File: src/rtl/screen_arbiter_if.sv
// Bus bundle between the character-RAM arbiter, its three users and the RAM.
// The arbiter side uses the slave modport; users, the RAM and benches use master.
interface screen_arbiter_if;
  // display fetch path
  logic       vid_req;
  logic [4:0] vid_row;
  logic [6:0] vid_col;
  logic [7:0] vid_char;
  logic       vid_valid;
  // terminal writer
  logic       wr_valid;
  logic       wr_ready;
  logic [4:0] wr_row;
  logic [6:0] wr_col;
  logic [7:0] wr_char;
  // clear-screen control
  logic       clr_start;
  logic [7:0] clr_char;
  logic       busy;
  logic       done;
  // single-port character RAM
  logic [11:0] ram_addr;
  logic        ram_we;
  logic [7:0]  ram_wdata;
  logic [7:0]  ram_rdata;

  modport slave (
    input  vid_req, vid_row, vid_col,
    output vid_char, vid_valid,
    input  wr_valid, wr_row, wr_col, wr_char,
    output wr_ready,
    input  clr_start, clr_char,
    output busy, done,
    output ram_addr, ram_we, ram_wdata,
    input  ram_rdata
  );

  modport master (
    output vid_req, vid_row, vid_col,
    input  vid_char, vid_valid,
    output wr_valid, wr_row, wr_col, wr_char,
    input  wr_ready,
    output clr_start, clr_char,
    input  busy, done,
    input  ram_addr, ram_we, ram_wdata,
    output ram_rdata
  );
endinterface

File: src/rtl/screen_arbiter.sv
// Character-RAM arbiter: display fetch (absolute priority, 1-cycle latency),
// clear-screen sequencer and terminal writer share one single-port RAM.
module screen_arbiter #(
  parameter int          COLS  = 80,
  parameter int          ROWS  = 24,
  parameter logic [7:0]  BLANK = 8'h20
) (
  input  logic          clk,
  input  logic          reset_n,
  screen_arbiter_if.slave bus
);

  typedef enum logic {S_IDLE, S_CLEAR} state_t;

  localparam logic [4:0] LAST_ROW = 5'(ROWS - 1);
  localparam logic [6:0] LAST_COL = 7'(COLS - 1);

  state_t      r_state, w_state_nxt;
  logic [4:0]  r_clr_row, w_clr_row_nxt;
  logic [6:0]  r_clr_col, w_clr_col_nxt;
  logic [7:0]  r_clr_fill, w_clr_fill_nxt;
  logic        r_done, w_done_nxt;
  logic        r_vid_valid, r_vid_oor;
  logic [7:0]  r_vid_hold;
  logic [7:0]  w_vid_char;
  logic        w_vid_oor, w_wr_in_range, w_clr_last;

  assign w_vid_oor     = ({1'b0, bus.vid_row} >= 6'(ROWS)) || ({1'b0, bus.vid_col} >= 8'(COLS));
  assign w_wr_in_range = ({1'b0, bus.wr_row}  <  6'(ROWS)) && ({1'b0, bus.wr_col}  <  8'(COLS));
  assign w_clr_last    = (r_clr_row == LAST_ROW) && (r_clr_col == LAST_COL);

  // Character lands together with vid_valid, then holds until the next fetch.
  assign w_vid_char    = r_vid_oor ? BLANK : bus.ram_rdata;
  assign bus.vid_char  = r_vid_valid ? w_vid_char : r_vid_hold;
  assign bus.vid_valid = r_vid_valid;
  assign bus.busy      = (r_state == S_CLEAR);
  assign bus.done      = r_done;
  // Reset is folded in so the writer never sees ready while the block is held.
  assign bus.wr_ready  = (r_state == S_IDLE) && !bus.vid_req && reset_n;

  // FSM state and clear counters
  always_ff @(posedge clk or negedge reset_n) begin
    if (!reset_n) begin
      r_state    <= S_IDLE;
      r_clr_row  <= '0;
      r_clr_col  <= '0;
      r_clr_fill <= '0;
      r_done     <= 1'b0;
    end else begin
      r_state    <= w_state_nxt;
      r_clr_row  <= w_clr_row_nxt;
      r_clr_col  <= w_clr_col_nxt;
      r_clr_fill <= w_clr_fill_nxt;
      r_done     <= w_done_nxt;
    end
  end

  // Next state: clear only advances in cycles where video leaves the port free
  always_comb begin
    w_state_nxt    = r_state;
    w_clr_row_nxt  = r_clr_row;
    w_clr_col_nxt  = r_clr_col;
    w_clr_fill_nxt = r_clr_fill;
    w_done_nxt     = 1'b0;
    case (r_state)
      S_IDLE: begin
        if (bus.clr_start) begin
          w_state_nxt    = S_CLEAR;
          w_clr_fill_nxt = bus.clr_char;
          w_clr_row_nxt  = '0;
          w_clr_col_nxt  = '0;
        end
      end
      S_CLEAR: begin
        if (!bus.vid_req) begin
          if (w_clr_last) begin
            w_state_nxt = S_IDLE;
            w_done_nxt  = 1'b1;
          end else if (r_clr_col == LAST_COL) begin
            w_clr_col_nxt = '0;
            w_clr_row_nxt = r_clr_row + 5'd1;
          end else begin
            w_clr_col_nxt = r_clr_col + 7'd1;
          end
        end
      end
      default: w_state_nxt = S_IDLE;
    endcase
  end

  // RAM port owner: video, then clear sequencer, then writer (in-range only)
  always_comb begin
    bus.ram_addr  = {bus.wr_row, bus.wr_col};
    bus.ram_we    = 1'b0;
    bus.ram_wdata = bus.wr_char;
    if (bus.vid_req) begin
      bus.ram_addr = {bus.vid_row, bus.vid_col};
    end else if (r_state == S_CLEAR) begin
      bus.ram_addr  = {r_clr_row, r_clr_col};
      bus.ram_we    = 1'b1;
      bus.ram_wdata = r_clr_fill;
    end else if (bus.wr_valid && reset_n) begin
      bus.ram_we = w_wr_in_range;
    end
  end

  // Display fetch pipeline: valid, range flag and held character
  always_ff @(posedge clk or negedge reset_n) begin
    if (!reset_n) begin
      r_vid_valid <= 1'b0;
      r_vid_oor   <= 1'b0;
      r_vid_hold  <= BLANK;
    end else begin
      r_vid_valid <= bus.vid_req;
      if (bus.vid_req) r_vid_oor <= w_vid_oor;
      if (r_vid_valid) r_vid_hold <= w_vid_char;
    end
  end

endmodule

File: src/flat_wrapper.sv
// flat-port wrapper written by rule: the top's interface ports become plain ports
module screen_arbiter_flat 
#(
  parameter int          COLS  = 80,
  parameter int          ROWS  = 24,
  parameter logic [7:0]  BLANK = 8'h20
)
  (clk, reset_n, bus_vid_req, bus_vid_row, bus_vid_col, bus_vid_char, bus_vid_valid, bus_wr_valid, bus_wr_row, bus_wr_col, bus_wr_char, bus_wr_ready, bus_clr_start, bus_clr_char, bus_busy, bus_done, bus_ram_addr, bus_ram_we, bus_ram_wdata, bus_ram_rdata);
  screen_arbiter_if bus_i ();
  input  logic clk;
  input  logic reset_n;
  input wire logic [$bits(bus_i.vid_req)-1:0] bus_vid_req;
  input wire logic [$bits(bus_i.vid_row)-1:0] bus_vid_row;
  input wire logic [$bits(bus_i.vid_col)-1:0] bus_vid_col;
  output wire logic [$bits(bus_i.vid_char)-1:0] bus_vid_char;
  output wire logic [$bits(bus_i.vid_valid)-1:0] bus_vid_valid;
  input wire logic [$bits(bus_i.wr_valid)-1:0] bus_wr_valid;
  input wire logic [$bits(bus_i.wr_row)-1:0] bus_wr_row;
  input wire logic [$bits(bus_i.wr_col)-1:0] bus_wr_col;
  input wire logic [$bits(bus_i.wr_char)-1:0] bus_wr_char;
  output wire logic [$bits(bus_i.wr_ready)-1:0] bus_wr_ready;
  input wire logic [$bits(bus_i.clr_start)-1:0] bus_clr_start;
  input wire logic [$bits(bus_i.clr_char)-1:0] bus_clr_char;
  output wire logic [$bits(bus_i.busy)-1:0] bus_busy;
  output wire logic [$bits(bus_i.done)-1:0] bus_done;
  output wire logic [$bits(bus_i.ram_addr)-1:0] bus_ram_addr;
  output wire logic [$bits(bus_i.ram_we)-1:0] bus_ram_we;
  output wire logic [$bits(bus_i.ram_wdata)-1:0] bus_ram_wdata;
  input wire logic [$bits(bus_i.ram_rdata)-1:0] bus_ram_rdata;
  assign bus_i.vid_req = bus_vid_req;
  assign bus_i.vid_row = bus_vid_row;
  assign bus_i.vid_col = bus_vid_col;
  assign bus_vid_char = bus_i.vid_char;
  assign bus_vid_valid = bus_i.vid_valid;
  assign bus_i.wr_valid = bus_wr_valid;
  assign bus_i.wr_row = bus_wr_row;
  assign bus_i.wr_col = bus_wr_col;
  assign bus_i.wr_char = bus_wr_char;
  assign bus_wr_ready = bus_i.wr_ready;
  assign bus_i.clr_start = bus_clr_start;
  assign bus_i.clr_char = bus_clr_char;
  assign bus_busy = bus_i.busy;
  assign bus_done = bus_i.done;
  assign bus_ram_addr = bus_i.ram_addr;
  assign bus_ram_we = bus_i.ram_we;
  assign bus_ram_wdata = bus_i.ram_wdata;
  assign bus_i.ram_rdata = bus_ram_rdata;
  screen_arbiter #(.COLS(COLS), .ROWS(ROWS), .BLANK(BLANK)) u_core (.clk(clk), .reset_n(reset_n), .bus(bus_i));
endmodule
File: config.mk
export PLATFORM = sky130hd
export DESIGN_NAME = screen_arbiter_flat
export DESIGN_NICKNAME = d
export VERILOG_FILES = /design/src/rtl/screen_arbiter_if.sv /design/src/rtl/screen_arbiter.sv /design/src/flat_wrapper.sv
export SDC_FILE = /design/constraint.sdc
export NUM_CORES = 1
export LEC_CHECK = 0
export ABC_AREA = 0
export ABC_CLOCK_PERIOD_IN_PS = 2550
export CAP_MARGIN = 25
export CORE_ASPECT_RATIO = 0.5
export CORE_MARGIN = 2
export CORE_UTILIZATION = 45
export CTS_CLUSTER_SIZE = 40
export DETAILED_ROUTE_END_ITERATION = 10
export PLACE_DENSITY = 0.89
export SKIP_LAST_GASP = 1
export SLEW_MARGIN = 20
export SYNTH_ARGS = -nofsm -noshare
export SYNTH_HDL_FRONTEND = slang
export SYNTH_SLANG_ARGS = --single-unit
File: constraint.sdc
create_clock -name clk -period 2.55 [get_ports clk]
set_clock_uncertainty 0.05 [all_clocks]
set_input_delay 0.255 -clock clk [delete_from_list [all_inputs] [get_ports clk]]
set_output_delay 0.255 -clock clk [all_outputs]
set_load 0.03 [all_outputs]
==> metrics.txt, run 1 <==
status=completed; number of synthesized flops with an enable pin=0; CP Data Arrival Time=approximately 2.0 ns; Area Overhead vs Synth=52.90%; Clock Power Share=0.285; Comb pwr share=0.329; Slew HR=0.6512; WP data required=roughly 2.3 ns; total number of vias=about 2000; Synth top area share=0.4034; origin of the critical flop-to-flop path=u_core.r_clr_col[0]$_DFFE_PN0P_; cell count of the worst reg-to-reg path=5; Total Routing Usage GR=0.2476; Final Critical Period=roughly 2.3 ns; starting density of the core=0.4803; root buffer cell=clkbuf_8; Ports=86; layout cells sized above 1=0.1121; WS Path Type=reg2out; Cells after DPL=around 370; reg2reg end=u_core.r_clr_row[2]$_DFFE_PN0P_; Overflow after GRT=0; Hold WC Path Type=in2async; Fmax=approximately 0.43 GHz; Routed WL=between 5000 and 6000 um; max-cap violations=0; Post-Layout Cell Count=roughly 380; H-tree levels=2; Vert. Die Dim=around 50 um; Max Root-Sink Buffers=2; Netlist cell types=approximately 40; post-synth top area cell=dfrtp_1; die width=96.45 um; final-report setup violation count=0; DR WL/cell=15.14 um; sw power=just under 0.6 mW; unrepaired setup endpoints after global routing=false; register bit total from synthesis=32; top cells by count, synth=nand2_1, dfrtp_1, o21ai_0; VDD IR max=just over 0.0006 V; Post-Syn Instances=232; Pwr Density=a little under 600 nW/um^2; Min Hold Slack=0.3555 ns; largest net degree at the start of global routing=33; syn avg cell area=roughly 8.3 um^2; CTS Buf Count=5; crit-path max FO=11; die area=4844 um^2; ant diodes=0; first-pass GRT wire length=between 9000 and 10000 um; HPWL Detailed=about 4300 um; register area share after synthesis=0.4170; pre-CTS setup slack=~0.31 ns; Slew Viols, Final=0; Worst Tran Pin Value=0.5219 ns; Power Internal=1.125 mW; sequential power share=0.387; Port Buf Inserts=85; ranking of synthesized cells by area=dfrtp_1, nand2_1, mux2i_1; postcts setup bufs=0; nets=~380; Final Cell Area=2940 um^2; most numerous cell in the Yosys netlist=nand2_1; Ys Warns=0; Critical Path Start Type=flop; min setup slack post-route=between 0.2 and 0.25 ns; Pre-antenna DRT Iters=4; CTS Sinks=32; core area=around 4000 um^2; Final period util=0.9133; clk_lat worst skew=about 0.28 ns; CTS tree=done; row cnt=16; CTS clock-pin slew for the worst setup and hold paths=~0.07 ns; P_leak=roughly 1.4 nW; GPL Wtd Cong=0.9499; Vias/cell=approximately 5.4; Detail Route Antenna Nets=0; setup TNS=0 ns; crit end category=output port; Hold Vio Cnt, Final=0; vias in the first global route=1985; Area after DPL=2820 um^2; Switching Share=0.3422; 1st-iter DRT viols=73; Post-synth top flop=dfrtp_1; drt drc=0; flop-to-flop setup slack=approximately 0.58 ns; FFs w/ async S/R, synth=1.000; initial antenna violation count=0; Cell Area, Synth=between 1500 and 2000 um^2; Syn Nets=287
## power groups by stage
stage	clock [mW]	combinational, mW	sequential (mW)
floorplan	0	0.332	0.638
global placement	0	0.541	0.662
detailed placement	0	0.555	0.665
CTS	0.491	0.564	0.657
global route	0.512	0.610	0.669
finish	0.487	0.562	0.661
## final cells by class
cell class / instances / area, um^2
Fill cell: 281 / 1064
Clock buffer: 5 / 68.82
Multi-Input combinational cell: 178 / 1035
Inverter: 10 / 37.54
Tap cell: 54 / 67.56
Sequential cell: 32 / 803.3
Clock inverter: 3 / 42.54
Timing Repair Buffer: 93 / 885.9
## metal layers
metal / vias up / GRT usage / wire length [um]
li1: 972 / - / -
met1: 987 / 0.2906 / 2281
met2: 77 / 0.4502 / 3003
met3: 6 / 0.06006 / 328
met4: 0 / 0.07277 / 64
met5: - / 0 / 0
## sequential cells by signal, indices dropped and copies added (netlist names)
signal / flops
u_core.r_clr_fill: 8
u_core.r_vid_hold: 8
u_core.r_clr_col: 7
u_core.r_clr_row: 5
u_core.bus.busy: 1
u_core.bus.done: 1
u_core.bus.vid_valid: 1
u_core.r_vid_oor: 1
## repair_timing
item,in CTS,in global routing
resized for setup,1,2
hold buffers,0,0
endpoints found under the setup margin,1,8
## how the worst max path moves through the flow
stage | endpoint | startpoint | cells past startpoint | slack (ns)
after floorplan | bus_ram_addr[9] | u_core.bus.busy$_DFF_PN0_ | 5 | 0.41
after global placement | bus_vid_char[4] | u_core.bus.vid_valid$_DFF_PN0_ | 4 | 0.37
after detailed placement | bus_vid_char[6] | u_core.bus.vid_valid$_DFF_PN0_ | 4 | 0.31
after CTS | bus_ram_addr[2] | u_core.bus.busy$_DFF_PN0_ | 4 | 0.05
after global routing | bus_vid_char[1] | u_core.bus.vid_valid$_DFF_PN0_ | 4 | 0.09
final | bus_vid_char[3] | u_core.bus.vid_valid$_DFF_PN0_ | 4 | 0.22
## kinds of logic (layout without fill, tap and decap cells)
group | count (synthesis) | after routing | share of synthesized area
and+or+nand+nor | 120 | 120 | 0.2960
AOI/OAI and AO/OA | 42 | 42 | 0.1523
DFF | 32 | 32 | 0.4170
buffers and inverters | 22 | 111 | 0.04879
muxes | 14 | 14 | 0.07287
adders and majority gates | 2 | 2 | 0.01301
## layout by cell type (no fill, tap or decap), types with 2 or more instances in the layout
cell type,n
o311ai_1,2
a21oi_1,6
o21ai_0,21
o41ai_1,2
nor2_1,8
clkdlybuf4s50_1,75
ha_1,2
a31oi_1,2
or2b_1,2
a211o_1,2
nand2b_1,3
nand3_1,8
inv_1,9
mux2i_1,14
dfrtp_1,30
nand2_1,81
buf_4,18
clkbuf_8,5
nand4_1,4
## stage by stage
step,utilization,total power [mW]
final,0.7344,1.710
after global placement,0.7044,1.202
after global routing,0.7344,1.790
after detailed placement,0.7044,1.220
after CTS,0.7328,1.712
after floorplan,-,0.9702
## critical path, cell delays in order (launching register included)
cell and delay [ns]:
dfrtp_1 0.50, nor2b_4 0.29, nand2_1 0.07, o21ai_0 0.12, clkdlybuf4s50_1 0.75
Note: power is estimated with default switching activity, not from simulation.
==> run 2, diff against run 1 <==
--- a/config.mk
+++ b/config.mk
@@ -14,6 +14,7 @@
 export CTS_CLUSTER_SIZE = 40
 export DETAILED_ROUTE_END_ITERATION = 10
 export PLACE_DENSITY = 0.89
+export RECOVER_POWER = 25
 export SKIP_LAST_GASP = 1
 export SLEW_MARGIN = 20
 export SYNTH_ARGS = -nofsm -noshare
==> run 2 against run 1 <==
The run now ends with capacitance limit, slew limit left. Utilization down 0.094 points. Sequential power about the same. Flip-flop and latch count unchanged. Clock power about the same. Routed wire length up 0.30%. Highest routed layer unchanged. Via count up 0.34%. Global-route usage unchanged. Count of clock-buffer cells in the layout unchanged. Sequential share of layout area about the same. Fmax about the same.
==> metrics.txt, run 2 (synthesis results as in run 1) <==
Worst Tran Pin Value=1.688 ns (+1.166 ns); Area Overhead vs Synth=52.70%; largest net degree at the start of global routing=33 (unchanged); die width=96.45 um (unchanged); P_leak=1.439 nW (-0.25%); CTS tree=done; cell count of the worst reg-to-reg path=5 (unchanged); H-tree levels=2 (unchanged); ant diodes=0 (unchanged); total number of vias=2049 (+0.34%); crit path cell chain=buf_4 -> mux2i_1 -> o21ai_0 -> clkdlybuf4s50_1; crit-path max FO=15 (+4); Fmax=0.4298 GHz (about the same); CP Data Arrival Time=2.02 ns (about the same); root buffer cell=clkbuf_8; most frequent cells in the layout=nand2_1, clkdlybuf4s50_1, dfrtp_1; hold endpoint=u_core.r_clr_fill[7]$_DFFE_PN0P_; layout cells sized above 1=0.1090 (-0.003115); Hold Vio Cnt, Final=0 (unchanged); Final Cell Area=2937 um^2 (-0.13%); Slew HR=-0.1254 (-0.7766); Largest regs=u_core.r_clr_fill x8, u_core.r_vid_hold x8, u_core.r_clr_col x7; CP max stage delay=0.69 ns (-0.06 ns); WS Path Type=reg2out; Port Buf Inserts=85 (unchanged); Area after DPL=2820 um^2 (unchanged); nets=375 (unchanged); final-report setup violation count=0 (unchanged); slowest stage cell, crit path=clkdlybuf4s50_1; hold depth=2; status=finished with violations; starting density of the core=0.4803 (unchanged); first-pass GRT wire length=9114 um (unchanged); 1st-iter DRT viols=83 (+14%); flop-to-flop setup slack=0.58 ns (about the same); worst hold start=u_core.r_clr_fill[7]$_DFFE_PN0P_; CTS Buf Count=5 (unchanged); setup TNS=0 ns (unchanged); Hold WC Path Type=reg2reg; Final period util=0.9124 (about the same); row cnt=16 (unchanged); min setup slack post-route=0.2234 ns (+0.002195 ns); Pre-antenna DRT Iters=4 (unchanged); unrepaired setup endpoints after global routing=false; most common cell after layout, fill and taps aside=nand2_1; max-cap violations=1 (+1); Critical Path Start Type=flop; HPWL Detailed=4272 um (unchanged); Slew Viols, Final=33 (+33); VDD IR max=0.0006181 V (+0.30%); Detail Route Antenna Nets=0 (unchanged); postcts setup bufs=0 (unchanged); Pwr Density=581.8 nW/um^2 (about the same); reg2reg end=u_core.r_clr_row[2]$_DFFE_PN0P_; WP data required=2.25 ns (about the same); die area=4844 um^2 (unchanged); CTS clock-pin slew for the worst setup and hold paths=0.07 ns (about the same); crit end category=output port; pre-CTS setup slack=0.3127 ns (unchanged); Vias/cell=5.464 (+0.34%); Final Critical Period=2.327 ns (-0.002195 ns); failing checks=capacitance limit, slew limit; DR WL/cell=15.18 um (+0.30%); Max Root-Sink Buffers=2 (unchanged); Min Hold Slack=0.4299 ns (+0.07438 ns); initial antenna violation count=0 (unchanged); CTS Sinks=32 (unchanged); core area=4004 um^2 (unchanged); drt drc=0 (unchanged); origin of the critical flop-to-flop path=u_core.r_clr_col[0]$_DFFE_PN0P_; Post-Route Utilization=0.7334 (-0.0009380); Total Routing Usage GR=0.2476 (unchanged); Vert. Die Dim=50.23 um (unchanged); Routed WL=5694 um (+0.30%); clk_lat worst skew=0.28 ns (about the same); GPL Wtd Cong=0.9499 (unchanged); Overflow after GRT=0 (unchanged); Ports=86 (unchanged); vias in the first global route=1985 (unchanged)
## run 2: report_power, final
part / switching (mW) / total (mW) / internal, mW
Sequential: 0.0818 / 0.660 / 0.579
Clock: 0.197 / 0.486 / 0.289
Combinational: 0.305 / 0.562 / 0.257
## run 2: worst max-delay path by stage
stage / start / endpoint / slack [ns] / cells after the start
after floorplan: u_core.bus.busy$_DFF_PN0_ / bus_ram_addr[9] / 0.41 / 5
after global placement: u_core.bus.vid_valid$_DFF_PN0_ / bus_vid_char[4] / 0.37 / 4
after detailed placement: u_core.bus.vid_valid$_DFF_PN0_ / bus_vid_char[6] / 0.31 / 4
after CTS: u_core.bus.busy$_DFF_PN0_ / bus_ram_addr[2] / 0.05 / 4
after global routing: reset_n / u_core.bus.busy$_DFF_PN0_ / 0.08 / 2
final: u_core.bus.busy$_DFF_PN0_ / bus_ram_addr[2] / 0.22 / 4
## run 2: critical path: cells and delay by family, from the launching register on
family	cells	cell delay, ns
buffers and inverters	2	0.90
flip-flops	1	0.53
AO/OA/AOI/OAI	1	0.17
multiplexers	1	0.13
## run 2: timing repair
| item | in CTS | in global routing |
|---|---|---|
| pin swaps | 0 | 0 |
| endpoints found under the setup margin | 1 | 8 |
| gates resized for setup | 1 | 2 |
| hold buffers | 0 | 0 |
## run 2: metal layers
layer | part of all wire | global-route usage | routed length (um)
met1 | 0.40 | 0.2906 | 2297
met2 | 0.52 | 0.4502 | 2974
met3 | 0.063 | 0.06006 | 358
met4 | 0.011 | 0.07277 | 64
met5 | 0 | 0 | 0
## run 2: final cells by class
type	instances	area, um^2
Timing Repair Buffer	93	882.1
Clock inverter	3	42.54
Inverter	10	37.54
Clock buffer	5	68.82
Multi-Input combinational cell	178	1035
Sequential cell	32	803.3
Tap cell	54	67.56
Fill cell	283	1067
## run 2: through the flow
stage	total power, mW	instances
final	1.708	375
after floorplan	0.9702	232
after detailed placement	1.220	367
after global routing	1.790	375
after CTS	1.712	375
after global placement	1.202	367
==> run 3, diff against run 2 <==
--- a/config.mk
+++ b/config.mk
@@ -5,7 +5,7 @@
 export SDC_FILE = /design/constraint.sdc
 export NUM_CORES = 1
 export LEC_CHECK = 0
-export ABC_AREA = 0
+export ABC_AREA = 1
 export ABC_CLOCK_PERIOD_IN_PS = 2550
 export CAP_MARGIN = 25
 export CORE_ASPECT_RATIO = 0.5
@@ -13,7 +13,7 @@
 export CORE_UTILIZATION = 45
 export CTS_CLUSTER_SIZE = 40
 export DETAILED_ROUTE_END_ITERATION = 10
-export PLACE_DENSITY = 0.89
+export PLACE_DENSITY = 0.9
 export RECOVER_POWER = 25
 export SKIP_LAST_GASP = 1
 export SLEW_MARGIN = 20
==> run 3 against run 2 <==
The flow now finishes without violations. Critical path depth did not move. Non-clock buffer count decreased by 3. First-iteration DRC count up 96%. Sequential power shrank 2%. Synthesized cell count is 7.3% lower. Largest cell class unchanged. Area after synthesis is 2.6% lower. Critical path type unchanged. Final cell count shrank 4.3%. Clock power about the same. Worst hold slack gained 0.018 ns. Critical endpoint is now bus_vid_char[3]. Die area decreased by 2.4%.
==> metrics.txt, run 3 <==
status=completed; most common cell after layout, fill and taps aside=clkdlybuf4s50_1; Port Buf Inserts=85 (unchanged); Fmax=0.4214 GHz (-2.0%); nets=359 (-4.3%); Largest regs=u_core.r_clr_fill x8, u_core.r_vid_hold x8, u_core.r_clr_col x7; CP Data Arrival Time=2.07 ns (+0.05 ns); CTS Buf Count=5 (unchanged); post-synthesis adder-cell area fraction=0.01336 (+0.0003477); 1st-iter DRT viols=163 (+96%); crit-path max FO=9 (-6); Critical Path Start Type=flop; unrepaired setup endpoints after global routing=false; Post-Syn Instances=215 (-7.3%); sw power=0.5664 mW (-3.0%); post-synthesis compound-gate area fraction=0.1136 (-0.03868); sequential power share=0.381 (-0.006); DR WL/cell=15.11 um (-0.50%); most numerous cell in the Yosys netlist=nand2_1; hold depth=2 (unchanged); die area=4726 um^2 (-2.4%); ant diodes=0 (unchanged); ranking of synthesized cells by area=dfrtp_1, nand2_1, mux2_2; Pre-antenna DRT Iters=5 (+1); syn avg cell area=8.712 um^2 (+5.1%); total number of vias=1938 (-5.4%); Vert. Die Dim=49.62 um (-1.2%); FF+latch area=802.0 um^2 (-0.16%); Area after DPL=2744 um^2 (-2.7%); vias in the first global route=2005 (+1.0%); max-cap violations=0 (-1); Routed WL=5424 um (-4.7%); Final period util=0.9306 (+0.01819); post-synth top area cell=dfrtp_1; setup TNS=0 ns (unchanged); register area share after synthesis=0.4282 (+0.01114); Ys Warns=0 (unchanged); Synth top area share=0.4142 (+0.01078); P_leak=1.278 nW (-11%); root buffer cell=clkbuf_8; clk_lat worst skew=0.30 ns (+0.02 ns); Hold Vio Cnt, Final=0 (unchanged); hold bufs inserted after CTS=0 (unchanged); Clock Power Share=0.287 (+0.002); layout cells sized above 1=0.1770 (+0.06801); Slew Viols, Final=0 (-100%); core area=3944 um^2 (-1.5%); Switching Share=0.3343 (-0.007578); WP data required=2.25 ns (about the same); first-pass GRT wire length=8990 um (-1.4%); Hold WC Path Type=reg2reg; final-report setup violation count=0 (unchanged); Netlist cell types=33 (-20%); HPWL Detailed=4198 um (-1.7%); largest family of logic cells by synthesized area=simple AND/OR/NAND/NOR gates; VDD IR max=0.0003540 V (-43%); largest net degree at the start of global routing=19 (-42%); initial antenna violation count=0 (unchanged); Final Cell Area=2851 um^2 (-2.9%); Fillers=285 (+0.71%); Power Internal=1.128 mW (+0.31%); FFs w/ async S/R, synth=1.000 (unchanged); Total Routing Usage GR=0.2453 (-0.002262); Ports=86 (unchanged); H-tree levels=2 (unchanged); Worst Tran Pin Value=0.9161 ns (-0.7720 ns); most frequent cells in the layout=clkdlybuf4s50_1, nand2_1, dfrtp_1; Syn Nets=270 (-5.9%); Comb pwr share=0.332 (+0.003); Final Critical Period=2.373 ns (+0.04639 ns); Post-Route Utilization=0.7230 (-0.01040); share of synthesized area spent on multiplexers=0.09619 (+0.02332); WS Path Type=reg2out; number of synthesized flops with an enable pin=0 (unchanged); drt drc=0 (unchanged); Detail Route Antenna Nets=0 (unchanged); postcts setup bufs=0 (unchanged); Vias/cell=5.398 (-1.2%); area occupied by multi-input gates=952.2 um^2 (-8.0%); post-synthesis simple-gate area fraction=0.2719 (-0.02415); area share of xor/xnor cells in the synthesized design=0.009352 (+0.009352); die width=95.24 um (-1.3%); cell count of the worst reg-to-reg path=8 (+3); Max Root-Sink Buffers=2 (unchanged); Slew HR=0.3892 (+0.5146); CTS tree=done; top cells by count, synth=nand2_1, dfrtp_1, nand3_1; CTS clock-pin slew for the worst setup and hold paths=0.07 ns (about the same); row cnt=16 (unchanged); Overflow after GRT=0 (unchanged); Area Overhead vs Synth=52.24%; CTS Sinks=32 (unchanged); starting density of the core=0.4749 (-0.005376); Pwr Density=594.2 nW/um^2 (+2.1%); Post-synth top flop=dfrtp_1; crit end category=output port; GPL Wtd Cong=0.9926 (+4.5%); Cell Area, Synth=1873 um^2 (-2.6%); register bit total from synthesis=32 (unchanged)
run 3: timing repair:
action | 4_1_cts | 5_1_grt
endpoints found under the hold margin | 0 | 0
pin swaps | 0 | 0
cloned | 0 | 0
resized for setup | 1 | 1
endpoints found under the setup margin | 2 | 6
run 3: per-layer routing:
layer,track usage,part of all wire,up-vias
li1,-,-,906
met1,0.2953,0.41,919
met2,0.4131,0.49,94
met3,0.05810,0.072,19
met4,0.1208,0.028,0
met5,0,0,-
run 3: cell families after synthesis:
family                     Yosys count
xor gates and xnor gates             2
adders and majority gates            2
buffers and inverters               25
and+or+nand+nor                    108
AOI/OAI and AO/OA                   30
muxes                               16
DFF                                 32
run 3: power by group through the flow:
stage / combinational (mW) / clock, mW / sequential (mW)
finish: 0.562 / 0.487 / 0.645
global route: 0.608 / 0.516 / 0.652
CTS: 0.564 / 0.492 / 0.641
detailed placement: 0.560 / 0 / 0.650
global placement: 0.543 / 0 / 0.644
floorplan: 0.329 / 0 / 0.633
run 3: worst paths after layout:
| path | slack, ns | to | from |
|---|---|---|---|
| setup / recovery | 0.18 | bus_vid_char[3] | u_core.bus.vid_valid$_DFF_PN0_ |
| hold / removal | 0.45 | u_core.r_vid_hold[5]$_DFF_PN1_ | u_core.r_vid_hold[5]$_DFF_PN1_ |
| setup reg to reg | 0.91 | u_core.r_clr_row[3]$_DFFE_PN0P_ | u_core.bus.busy$_DFF_PN0_ |
| hold reg to reg | 0.45 | u_core.r_vid_hold[5]$_DFF_PN1_ | u_core.r_vid_hold[5]$_DFF_PN1_ |
| max in group asynchronous | 1.18 | u_core.r_vid_hold[6]$_DFF_PN0_ | reset_n |
| min in group asynchronous | 0.66 | u_core.r_clr_col[2]$_DFFE_PN0P_ | reset_n |
run 3: worst max-delay path: stages (launching register included):
cell	delay, ns
dfrtp_1	0.36
clkinv_1	0.26
nor2_4	0.26
a22o_1	0.19
clkdlybuf4s50_1	0.69
run 3: cell type report:
| cell class | instances | area share |
|---|---|---|
| multi-input cells | 158 | 0.3339 |
| repair buffers | 90 | 0.2993 |
| flip-flops and latches | 32 | 0.2813 |
| clock buffers | 6 | 0.02545 |
| inverters | 17 | 0.02413 |
| well taps | 54 | 0.02369 |
| clock inverters | 2 | 0.01229 |
run 3: stage by stage:
stage / setup slack, ns / power (mW) / hold WS (ns) / cells
after floorplan: 0.6137 / 0.9620 / -0.09059 / 215
after global placement: 0.2867 / 1.187 / 0.4141 / 351
after detailed placement: 0.2374 / 1.210 / 0.4237 / 351
after CTS: 0.1106 / 1.697 / 0.3921 / 359
after global routing: 0.04446 / 1.776 / 0.4585 / 359
final: 0.1770 / 1.694 / 0.4480 / 359
